<file path="src/rtl/lc4_regfile_ss.sv">
// ----------------------------------------------------------------------------
// lc4_regfile_ss
//
// Purpose:
//   Two-issue register file for the superscalar LC4 pipeline. It has four
//   combinational read ports, two write (writeback) ports and a per-register
//   busy scoreboard that decode uses to detect hazards.
//
// Optional build macro:
//   LC4_REGFILE_BYPASS_EN - when defined, a read whose selector matches an
//   active write port returns that port's write data in the same cycle, if
//   gwe=1. Slot B wins when both ports match. When the macro is undefined,
//   reads return stored contents only.
//
// Ports:
//   clk, rst           clock; asynchronous active-high reset
//   gwe                global write enable; gates all state updates
//   i_rs_a / i_rt_a    slot A read selectors  -> o_rs_a_data / o_rt_a_data
//   i_rs_b / i_rt_b    slot B read selectors  -> o_rs_b_data / o_rt_b_data
//   i_rd_a, i_wdata_a, i_rd_we_a   writeback slot A (older)
//   i_rd_b, i_wdata_b, i_rd_we_b   writeback slot B (younger)
//   i_iss_rd_a, i_iss_we_a         issue slot A destination
//   i_iss_rd_b, i_iss_we_b         issue slot B destination
//   o_busy             bit r is set while register r has a write in flight
// ----------------------------------------------------------------------------
module lc4_regfile_ss #(
    parameter int n  = 16,
    parameter int AW = 3
) (
    input  logic              clk,
    input  logic              rst,
    input  logic              gwe,
    input  logic [AW-1:0]     i_rs_a,
    output logic [n-1:0]      o_rs_a_data,
    input  logic [AW-1:0]     i_rt_a,
    output logic [n-1:0]      o_rt_a_data,
    input  logic [AW-1:0]     i_rs_b,
    output logic [n-1:0]      o_rs_b_data,
    input  logic [AW-1:0]     i_rt_b,
    output logic [n-1:0]      o_rt_b_data,
    input  logic [AW-1:0]     i_rd_a,
    input  logic [n-1:0]      i_wdata_a,
    input  logic              i_rd_we_a,
    input  logic [AW-1:0]     i_rd_b,
    input  logic [n-1:0]      i_wdata_b,
    input  logic              i_rd_we_b,
    input  logic [AW-1:0]     i_iss_rd_a,
    input  logic              i_iss_we_a,
    input  logic [AW-1:0]     i_iss_rd_b,
    input  logic              i_iss_we_b,
    output logic [2**AW-1:0]  o_busy
);

    localparam int NREG = 2**AW;
    localparam int NRD  = 4;

    logic [n-1:0]      regs_reg [NREG];
    logic [NREG-1:0]   busy_reg;

    // Read selectors and results gathered into arrays so one generate loop
    // builds every read port identically.
    logic [AW-1:0]     rd_sel  [NRD];
    logic [n-1:0]      rd_data [NRD];

    assign rd_sel[0] = i_rs_a;
    assign rd_sel[1] = i_rt_a;
    assign rd_sel[2] = i_rs_b;
    assign rd_sel[3] = i_rt_b;

    assign o_rs_a_data = rd_data[0];
    assign o_rt_a_data = rd_data[1];
    assign o_rs_b_data = rd_data[2];
    assign o_rt_b_data = rd_data[3];

    assign o_busy = busy_reg;

    genvar gi;

    // Register storage and scoreboard, one slice per register.
    generate
        for (gi = 0; gi < NREG; gi++) begin : g_reg
            localparam logic [AW-1:0] IDX = gi[AW-1:0];

            logic wr_a_hit;
            logic wr_b_hit;
            logic set_hit;
            logic clr_hit;

            assign wr_a_hit = i_rd_we_a && (i_rd_a == IDX);
            assign wr_b_hit = i_rd_we_b && (i_rd_b == IDX);
            assign set_hit  = (i_iss_we_a && (i_iss_rd_a == IDX)) ||
                              (i_iss_we_b && (i_iss_rd_b == IDX));
            assign clr_hit  = wr_a_hit || wr_b_hit;

            always_ff @(posedge clk or posedge rst) begin
                if (rst) begin
                    regs_reg[gi] <= '0;
                end else if (gwe) begin
                    // Slot B is the younger instruction, so it wins a conflict.
                    if (wr_b_hit) begin
                        regs_reg[gi] <= i_wdata_b;
                    end else if (wr_a_hit) begin
                        regs_reg[gi] <= i_wdata_a;
                    end
                end
            end

            always_ff @(posedge clk or posedge rst) begin
                if (rst) begin
                    busy_reg[gi] <= 1'b0;
                end else if (gwe) begin
                    // A new issue is younger than a retiring write, so set
                    // takes priority over clear.
                    if (set_hit) begin
                        busy_reg[gi] <= 1'b1;
                    end else if (clr_hit) begin
                        busy_reg[gi] <= 1'b0;
                    end
                end
            end
        end
    endgenerate

    // Read ports.
    generate
        for (gi = 0; gi < NRD; gi++) begin : g_rd
            always_comb begin
                rd_data[gi] = regs_reg[rd_sel[gi]];
`ifdef LC4_REGFILE_BYPASS_EN
                // Check A first so that B overrides it when both match.
                if (gwe && i_rd_we_a && (i_rd_a == rd_sel[gi])) begin
                    rd_data[gi] = i_wdata_a;
                end
                if (gwe && i_rd_we_b && (i_rd_b == rd_sel[gi])) begin
                    rd_data[gi] = i_wdata_b;
                end
`endif
            end
        end
    endgenerate

endmodule
</file>
<file path="config.mk">
export PLATFORM = sky130hd
export DESIGN_NAME = lc4_regfile_ss
export DESIGN_NICKNAME = d
export VERILOG_FILES = /design/src/rtl/lc4_regfile_ss.sv
export SDC_FILE = /design/constraint.sdc
export NUM_CORES = 1
export LEC_CHECK = 0
export ABC_CLOCK_PERIOD_IN_PS = 6100
export CAP_MARGIN = 20
export CORE_ASPECT_RATIO = 1.2
export CORE_MARGIN = 2
export CORE_UTILIZATION = 56
export CTS_BUF_LIST = sky130_fd_sc_hd__clkbuf_4 sky130_fd_sc_hd__clkbuf_8 sky130_fd_sc_hd__clkbuf_16
export DETAILED_ROUTE_END_ITERATION = 10
export PLACE_DENSITY = 0.9
export RECOVER_POWER = 50
export SKIP_LAST_GASP = 1
export SLEW_MARGIN = 20
export SYNTH_ARGS = -nofsm -noshare
export SYNTH_HDL_FRONTEND = slang
export SYNTH_SLANG_ARGS = --single-unit
</file>
<file path="constraint.sdc">
create_clock -name clk -period 6.1 [get_ports clk]
set_input_delay 0.915 -clock clk [delete_from_list [all_inputs] [get_ports clk]]
set_output_delay 0.915 -clock clk [all_outputs]
set_load 0.01 [all_outputs]
</file>
==> impl.org, run 1 <==
** Outcome
- Status :: complete, but fails checks
- The final reports fail on capacitance limit, slew limit.

** Synthesis
- Seq cells post-synth :: 136
- Library cell with the largest summed area after synthesis :: sky130_fd_sc_hd__dfrtp_1
- Total standard cell area after synthesis :: 9850 sq um
- Sequential cell area fraction in the yosys report :: 0.345
- In the synthesized netlist the dominant register cell turns out to be sky130_fd_sc_hd__dfrtp_1.
- Count of distinct cell types in the synthesized netlist :: 28
- Library cell with the highest instance count after synthesis :: sky130_fd_sc_hd__dfrtp_1
- Most frequent cells after synthesis :: sky130_fd_sc_hd__dfrtp_1 (136), sky130_fd_sc_hd__a221o_1 (128), sky130_fd_sc_hd__mux4_2 (128), sky130_fd_sc_hd__nor2_1 (128), sky130_fd_sc_hd__mux2_2 (64)
- Mean post-synth cell area :: 12.6 sq um
- Top area cells in the synthesized netlist :: sky130_fd_sc_hd__dfrtp_1 (35%), sky130_fd_sc_hd__mux4_2 (29%), sky130_fd_sc_hd__a221o_1 (13%)
- Post-synthesis net count :: 844
- Post-synthesis instance total :: between 700 and 800
- The share of synthesized area in the top cell type comes to 0.345.
- Yosys mapped a number of flops with a built-in enable equal to 0.
- Ys async rst share :: 1.00
- Yosys Warn Count :: 0

** Clock network
- Number of setup buffers added after CTS :: 0
- Number of buffers inserted for hold repair after clock tree synthesis :: 0
- Once the clock tree was built, the resizer swapped 0 gates to a different size.
- Depth of the CTS H-tree :: 4
- The number of clock buffers added by TritonCTS is 17.
- At the later pin of the worst-skew pair, clock insertion delay measures 0.42 ns.
- Num Clock Sinks :: 136
- The root buffer cell chosen for the clock tree is sky130_fd_sc_hd__clkbuf_16.
- TritonCTS clock tree :: done
- Maximum buffer depth of the clock tree :: 2
- After clock tree synthesis, the clock-pin slew on the worst setup and hold paths is 0.06 ns.

** Timing
- In this run the tightest slew margin relative to its limit is -1.55.
- Slew at the pin closest to its max-slew limit :: 3.80 ns
- Final worst path period need :: between 4 and 5 ns
- Derived from the worst setup path, the maximum achievable clock frequency is 0.235 GHz.
- Number of failing hold endpoints at the final stage :: 0
- Summed over all failing endpoints, the final setup total negative slack is 0 ns.
- Setup violations remaining at the end of the flow were counted as 0.
- RSZ-0062 raised after global routing :: no
- Ratio of final minimum period to clock period :: 0.697
- Between clock sinks in the finished design, the worst skew comes to 0 ns.
- Final max-slew violation count :: 103

** Worst hold path
- Min-Delay Path Class :: reg2reg

** Die
- Vertical extent of the die :: 149 microns
- The floorplan step defined a die boundary enclosing 18700 sq um.
- In this run the horizontal extent of the chip is 125 microns.
- Cell Rows :: 53
- Starting Density :: 0.567
- The core region is 17400 sq um.
- In this run the count of I/O pins placed on the die edge is between 100 and 150.

** Power and ir drop
- P per Cell Area :: 332 nW/um^2
- Overall power consumption after layout is estimated at 0.00394 W.
- The analysis attributes to cell leakage a power of 4.61 nW.
- Maximum VDD drop :: 0.235 mV

** Global route
- Total routing resource utilization after global routing :: 0.378
- First-pass GRT wire length :: 53.3 mm
- The via count of the first global-routing pass came to 9289.
- The number of antenna violations at the first check in global routing was 0.
- Entering global routing, the biggest net connects 86 pins.
- Overall overflow remaining after global route :: 0

** Finish
- Fill cell instance count of the final layout :: roughly 1200
- Once layout is complete, the utilization of the core stands at 0.683.
- Layout cells sized above 1 :: 0.289
- At the end of the flow, the number of nets in the layout was roughly 900.
- Relative to the synthesized area, the layout overhead comes to 20.5%.
- The repair_antennas step left the layout with diodes totalling 0.
- The register with the most flip-flops in the layout has 128 of them.

** Drt
- DRC viols :: 0
- After detailed routing, the total wire length is 35.2 mm.
- The routed layout has between 9000 and 10000 vias.
- TritonRoute pass-1 iters :: 9
- Using the TritonRoute via totals, the vias-per-cell ratio works out to ~8.3.
- Post-route ant nets :: 0
- The detailed router finished its first iteration with 1392 violations.
- Dividing the detail-routed wire length by the instance count gives 32.1 microns.

** Placed design
- HPWL after detailed placement :: 20.0 mm
- The count of buffers added on input and output ports is 134.
- At the end of routability-driven placement, the weighted congestion stood at between 0.8 and 0.9.

** Setup path
- Data arrival, critical path :: 3.34 ns
- Critical path start-end classification :: in2out
- The worst setup path is launched from an input pin.
- On the critical path the largest part of the delay comes from buffers and inverters.
- The critical path contains buffers and inverters numbering 3 combined.
- In this run the worst path has a maximum fanout of 21.
- Endpoint required time on the critical path :: slightly above 5 ns
- The worst setup path is captured at a primary output.
- In this design, the stage delay of the slowest critical-path cell is 0.64 ns.
- On the critical path, the stage with the largest delay is an instance of sky130_fd_sc_hd__buf_2.
- Cells traversed along the worst timing path :: buf_2, buf_4, mux4_2, mux2_2, clkdlybuf4s50_1

** Job
- Max capacitance violation total :: 2
## logic make-up (layout without fill, tap and decap cells)
family	count (synthesis)	after routing	share of synthesized area
simple gates	203	203	0.101
mux	192	192	0.366
compound gates	152	152	0.147
flops	136	136	0.345
buf+inv	98	193	0.0410
## final cells by class
cell class,instances,area [sq um],share of cell area
multi-input combinational,547,6040,0.509
sequential,136,3400,0.287
timing repair buffer,161,1480,0.125
clock buffer,18,433,0.0365
tap,220,275,0.0232
clock inverter,13,228,0.0192
inverter,1,5.00,0.000422
## layer usage
layer  vias up  wire (microns)  global-route usage
li1       3375               -                   -
met1      4299           10700               0.441
met2      1070           16100               0.585
met3       344            5440               0.141
met4         0            2920               0.259
met5         -               0                   0
## metrics by stage
step                      hold slack [ns]  instance area [sq um]  setup WS [ns]  std cells
after floorplan                     0.523                   9850           1.55        781
after global placement              0.493                  11300           1.97       1065
after detailed placement            0.509                  11300           1.88       1065
after CTS                           0.528                  11900           1.83       1096
after global routing                0.538                  11900           1.57       1096
final                               0.523                  11900           1.85       1096
## final timing paths
kind | start | to | slack, ns | cells after the start
setup / recovery | i_rs_b[0] | o_rs_b_data[4] | 1.85 | 5
hold / removal | o_busy[3]$_DFFE_PP0P_ | o_busy[3]$_DFFE_PP0P_ | 0.52 | 1
setup reg to reg | regs_reg[15]$_DFFE_PP0P_ | regs_reg[15]$_DFFE_PP0P_ | 5.12 | 1
hold reg to reg | o_busy[3]$_DFFE_PP0P_ | o_busy[3]$_DFFE_PP0P_ | 0.52 | 1
max in group asynchronous | rst | regs_reg[127]$_DFFE_PP0P_ | 2.13 | 3
min in group asynchronous | rst | regs_reg[11]$_DFFE_PP0P_ | 2.07 | 2
## placed cells by master (no fill, tap or decap), drive strengths merged, types with 3 or more instances in the layout
cell and instances:
o21ai 8, and4b 6, dlygate4sd3 10, nand2 20, clkinvlp 3, nor4bb 6, mux4 128, nor2 128
a221o 128, clkdlybuf4s50 117, and2 24, clkinv 5, nand4b 3, nand2b 6, clkbuf 26, buf 26
bufinv 6, dfrtp 136, o22ai 6, a22o 8, mux2 64, nand4bb 3
## where the power goes
part	total (W)	internal (W)	leakage, nW	switching (W)
clock network	0.00117	0.000767	0.319	0.000404
registers	0.00141	0.00111	1.71	0.000300
logic	0.00136	0.000869	2.59	0.000495
total	0.00394	0.00274	4.61	0.00120
(Power assumes the default switching activity.)
==> inputs of run 2 (changes only) <==
--- a/config.mk
+++ b/config.mk
@@ -5,7 +5,7 @@
 export SDC_FILE = /design/constraint.sdc
 export NUM_CORES = 1
 export LEC_CHECK = 0
-export ABC_CLOCK_PERIOD_IN_PS = 6100
+export ABC_CLOCK_PERIOD_IN_PS = 4450
 export CAP_MARGIN = 20
 export CORE_ASPECT_RATIO = 1.2
 export CORE_MARGIN = 2
==> constraint.sdc (replaced) <==
create_clock -name clk -period 4.45 [get_ports clk]
set_input_delay 0.6675 -clock clk [delete_from_list [all_inputs] [get_ports clk]]
set_output_delay 0.6675 -clock clk [all_outputs]
set_load 0.01 [all_outputs]
==> impl.org, run 2 (synthesis gave the netlist of run 1 again) <==
** Power and ir drop
- Maximum VDD drop :: 0.295 mV (+26%)
- Overall power of the completed layout :: 0.00523 W (+33%)
- P per Cell Area :: 439 nW/um^2 (+32%)
- P_leak :: 4.65 nW (+0.88%)

** Timing
- The post-route clock skew came to 0 ns (unchanged).
- The actual transition at the worst max-transition pin is 1.56 ns (-2.24 ns).
- In the finished design, the share of the clock period the worst path needs comes to 0.798.
- For this run, the top clock speed supported by timing is 0.282 GHz.
- For the finished layout, the period the worst path requires is between 3 and 4 ns.
- The worst-case headroom to the max-slew limit came to -0.0391 (+1.51).
- Number of failing hold endpoints at the final stage :: 0 (unchanged)
- RSZ-0062 raised after global routing :: no
- Final max-slew violation count :: 77 (-25%)
- Crit path setup slack, layout :: 0.901 ns (-0.945 ns)
- The total negative slack was 0 ns (unchanged).
- # setup viols final :: 0 (unchanged)

** Drt
- The wire length per cell is 31.7 microns (-1.2%).
- The number of iterations in the first detailed-routing pass was 9 (unchanged).
- DRC viols :: 0 (unchanged)
- Avg Vias per Cell :: 8.16 (-1.6%)
- The total detailed-routing wirelength came to 35.1 mm (-0.16%).
- Initial detailed-routing violation count :: 1550 (+11%)
- DR vias :: 9034 (-0.59%)
- The post-route antenna net violation count came to 0 (unchanged).

** Clock network
- Clock buffer count from CTS :: 17 (unchanged)
- The clock-pin slew on the worst setup and hold paths was 0.06 ns (about the same).
- Number of buffers inserted for hold repair after clock tree synthesis :: 0 (unchanged)
- Number of gates resized after CTS :: 0 (unchanged)
- The largest buffer count on any clock path was 2 (unchanged).
- TritonCTS built the clock tree.
- Number of setup buffers added after CTS :: 0 (unchanged)
- Num Clock Sinks :: 136 (unchanged)
- The insertion delay to the later sink of the worst-skew pair came to 0.42 ns (about the same).
- The depth of the CTS H-tree was 4 (unchanged).
- The root buffer cell chosen for the clock tree is sky130_fd_sc_hd__clkbuf_16.

** Setup path
- Cells on worst reg2reg path :: 1 (unchanged)
- The worst setup path is captured at a primary output.
- The critical path is of the in2out type.
- The endpoint required time on the critical path was 3.78 ns (-1.40 ns).
- Data arrival, critical path :: 2.88 ns (-0.46 ns)
- STA classifies the critical path startpoint as an input pin.
- The maximum fanout count along the critical path was 14 (-33%).

** Finish
- Commonest non-fill, non-tap cells in the layout :: sky130_fd_sc_hd__dfrtp_1 (136), sky130_fd_sc_hd__nor2_1 (128), sky130_fd_sc_hd__a221o_1 (128), sky130_fd_sc_hd__mux4_2 (128), sky130_fd_sc_hd__clkdlybuf4s50_1 (119)
- Commonest non-fill, non-tap cell in the layout :: sky130_fd_sc_hd__dfrtp_1
- The share of cells above drive strength 1 is 0.295 (+0.00656).
- The antenna cell count is 0 (unchanged).
- The final design utilization was 0.686 (+0.00338).
- Number of flip-flops in the largest register :: 128 (unchanged)
- Area growth from synthesis to final layout :: 21.1%
- Nets :: 938 (+1.2%)

** Global route
- The maximum number of pins on one net before global-route repair is 78 (-9.3%).
- Overall overflow remaining after global route :: 0 (unchanged)
- The total routing resource utilization after global routing came to 0.379 (+0.00108).
- The via count of the first global-routing pass came to 9275 (-0.15%).
- Number of antenna violations at the first check in global routing :: 0 (unchanged)
- First-pass GRT wire length :: 53.6 mm (+0.53%)

** Die
- The die area came to 18700 sq um (unchanged).
- Number of top-level pins :: 135 (unchanged)
- Cell Rows :: 53 (unchanged)
- Area of the core :: 17400 sq um (unchanged)
- The initial standard-cell utilization of the core is 0.567 (unchanged).
- Horizontal die dimension :: 125 microns (unchanged)
- Vertical extent of the die :: 149 microns (unchanged)

** Outcome
- The final reports fail on capacitance limit, slew limit.
- Status :: complete, but fails checks

** Job
- The number of max-capacitance violations reported came to 2 (unchanged).

** Placed design
- The worst-case setup slack after placement came to 1.01 ns (-0.865 ns).
- The count of buffers from port buffering was 134 (unchanged).
- The final HPWL from detailed placement came to 20.7 mm (+3.4%).
- The routability congestion estimate is 0.880 (+0.34%).

** Worst hold path
- In this run the worst hold path is classified as reg2reg.
- The worst hold path cell count is 1 (unchanged).
## run 2: stage by stage
stage,hold slack [ns],std cells,cell area (sq um)
detailed placement,0.491,1075,11400
floorplan,0.523,781,9850
finish,0.510,1107,11900
global placement,0.490,1075,11400
global route,0.528,1107,11900
CTS,0.512,1106,12000
## run 2: area by class of cell
cell class	count	area [sq um]
clock buffers	23	489
well taps	220	275
clock inverters	8	96.3
repair buffers	172	1610
inverters	1	5.00
multi-input cells	547	6040
fillers	1137	5450
flip-flops and latches	136	3400
## run 2: worst paths after layout
check | start | end | slack [ns]
max | i_rs_b[0] | o_rs_b_data[5] | 0.90
min reg2reg | o_busy[1]$_DFFE_PP0P_ | o_busy[1]$_DFFE_PP0P_ | 0.51
max in group asynchronous | rst | regs_reg[38]$_DFFE_PP0P_ | 0.97
max reg2reg | regs_reg[44]$_DFFE_PP0P_ | regs_reg[44]$_DFFE_PP0P_ | 3.49
min | o_busy[1]$_DFFE_PP0P_ | o_busy[1]$_DFFE_PP0P_ | 0.51
min in group asynchronous | rst | regs_reg[28]$_DFFE_PP0P_ | 0.83
## run 2: report_power, final
part,switching (W),internal [W]
combinational,0.000683,0.00120
clock,0.000526,0.000881
sequential,0.000423,0.00152
## run 2: critical path: stages
cell	delay, ns
sky130_fd_sc_hd__buf_2	0.44
sky130_fd_sc_hd__buf_4	0.37
sky130_fd_sc_hd__mux4_2	0.61
sky130_fd_sc_hd__mux2_2	0.30
sky130_fd_sc_hd__clkdlybuf4s50_1	0.47
## run 2: per-layer routing
metal | GRT usage | up-vias | wire [microns]
met5 | 0 | - | 0
met4 | 0.268 | 0 | 2630
met3 | 0.132 | 253 | 5310
met2 | 0.565 | 1062 | 16200
met1 | 0.466 | 4325 | 11000
li1 | - | 3394 | -
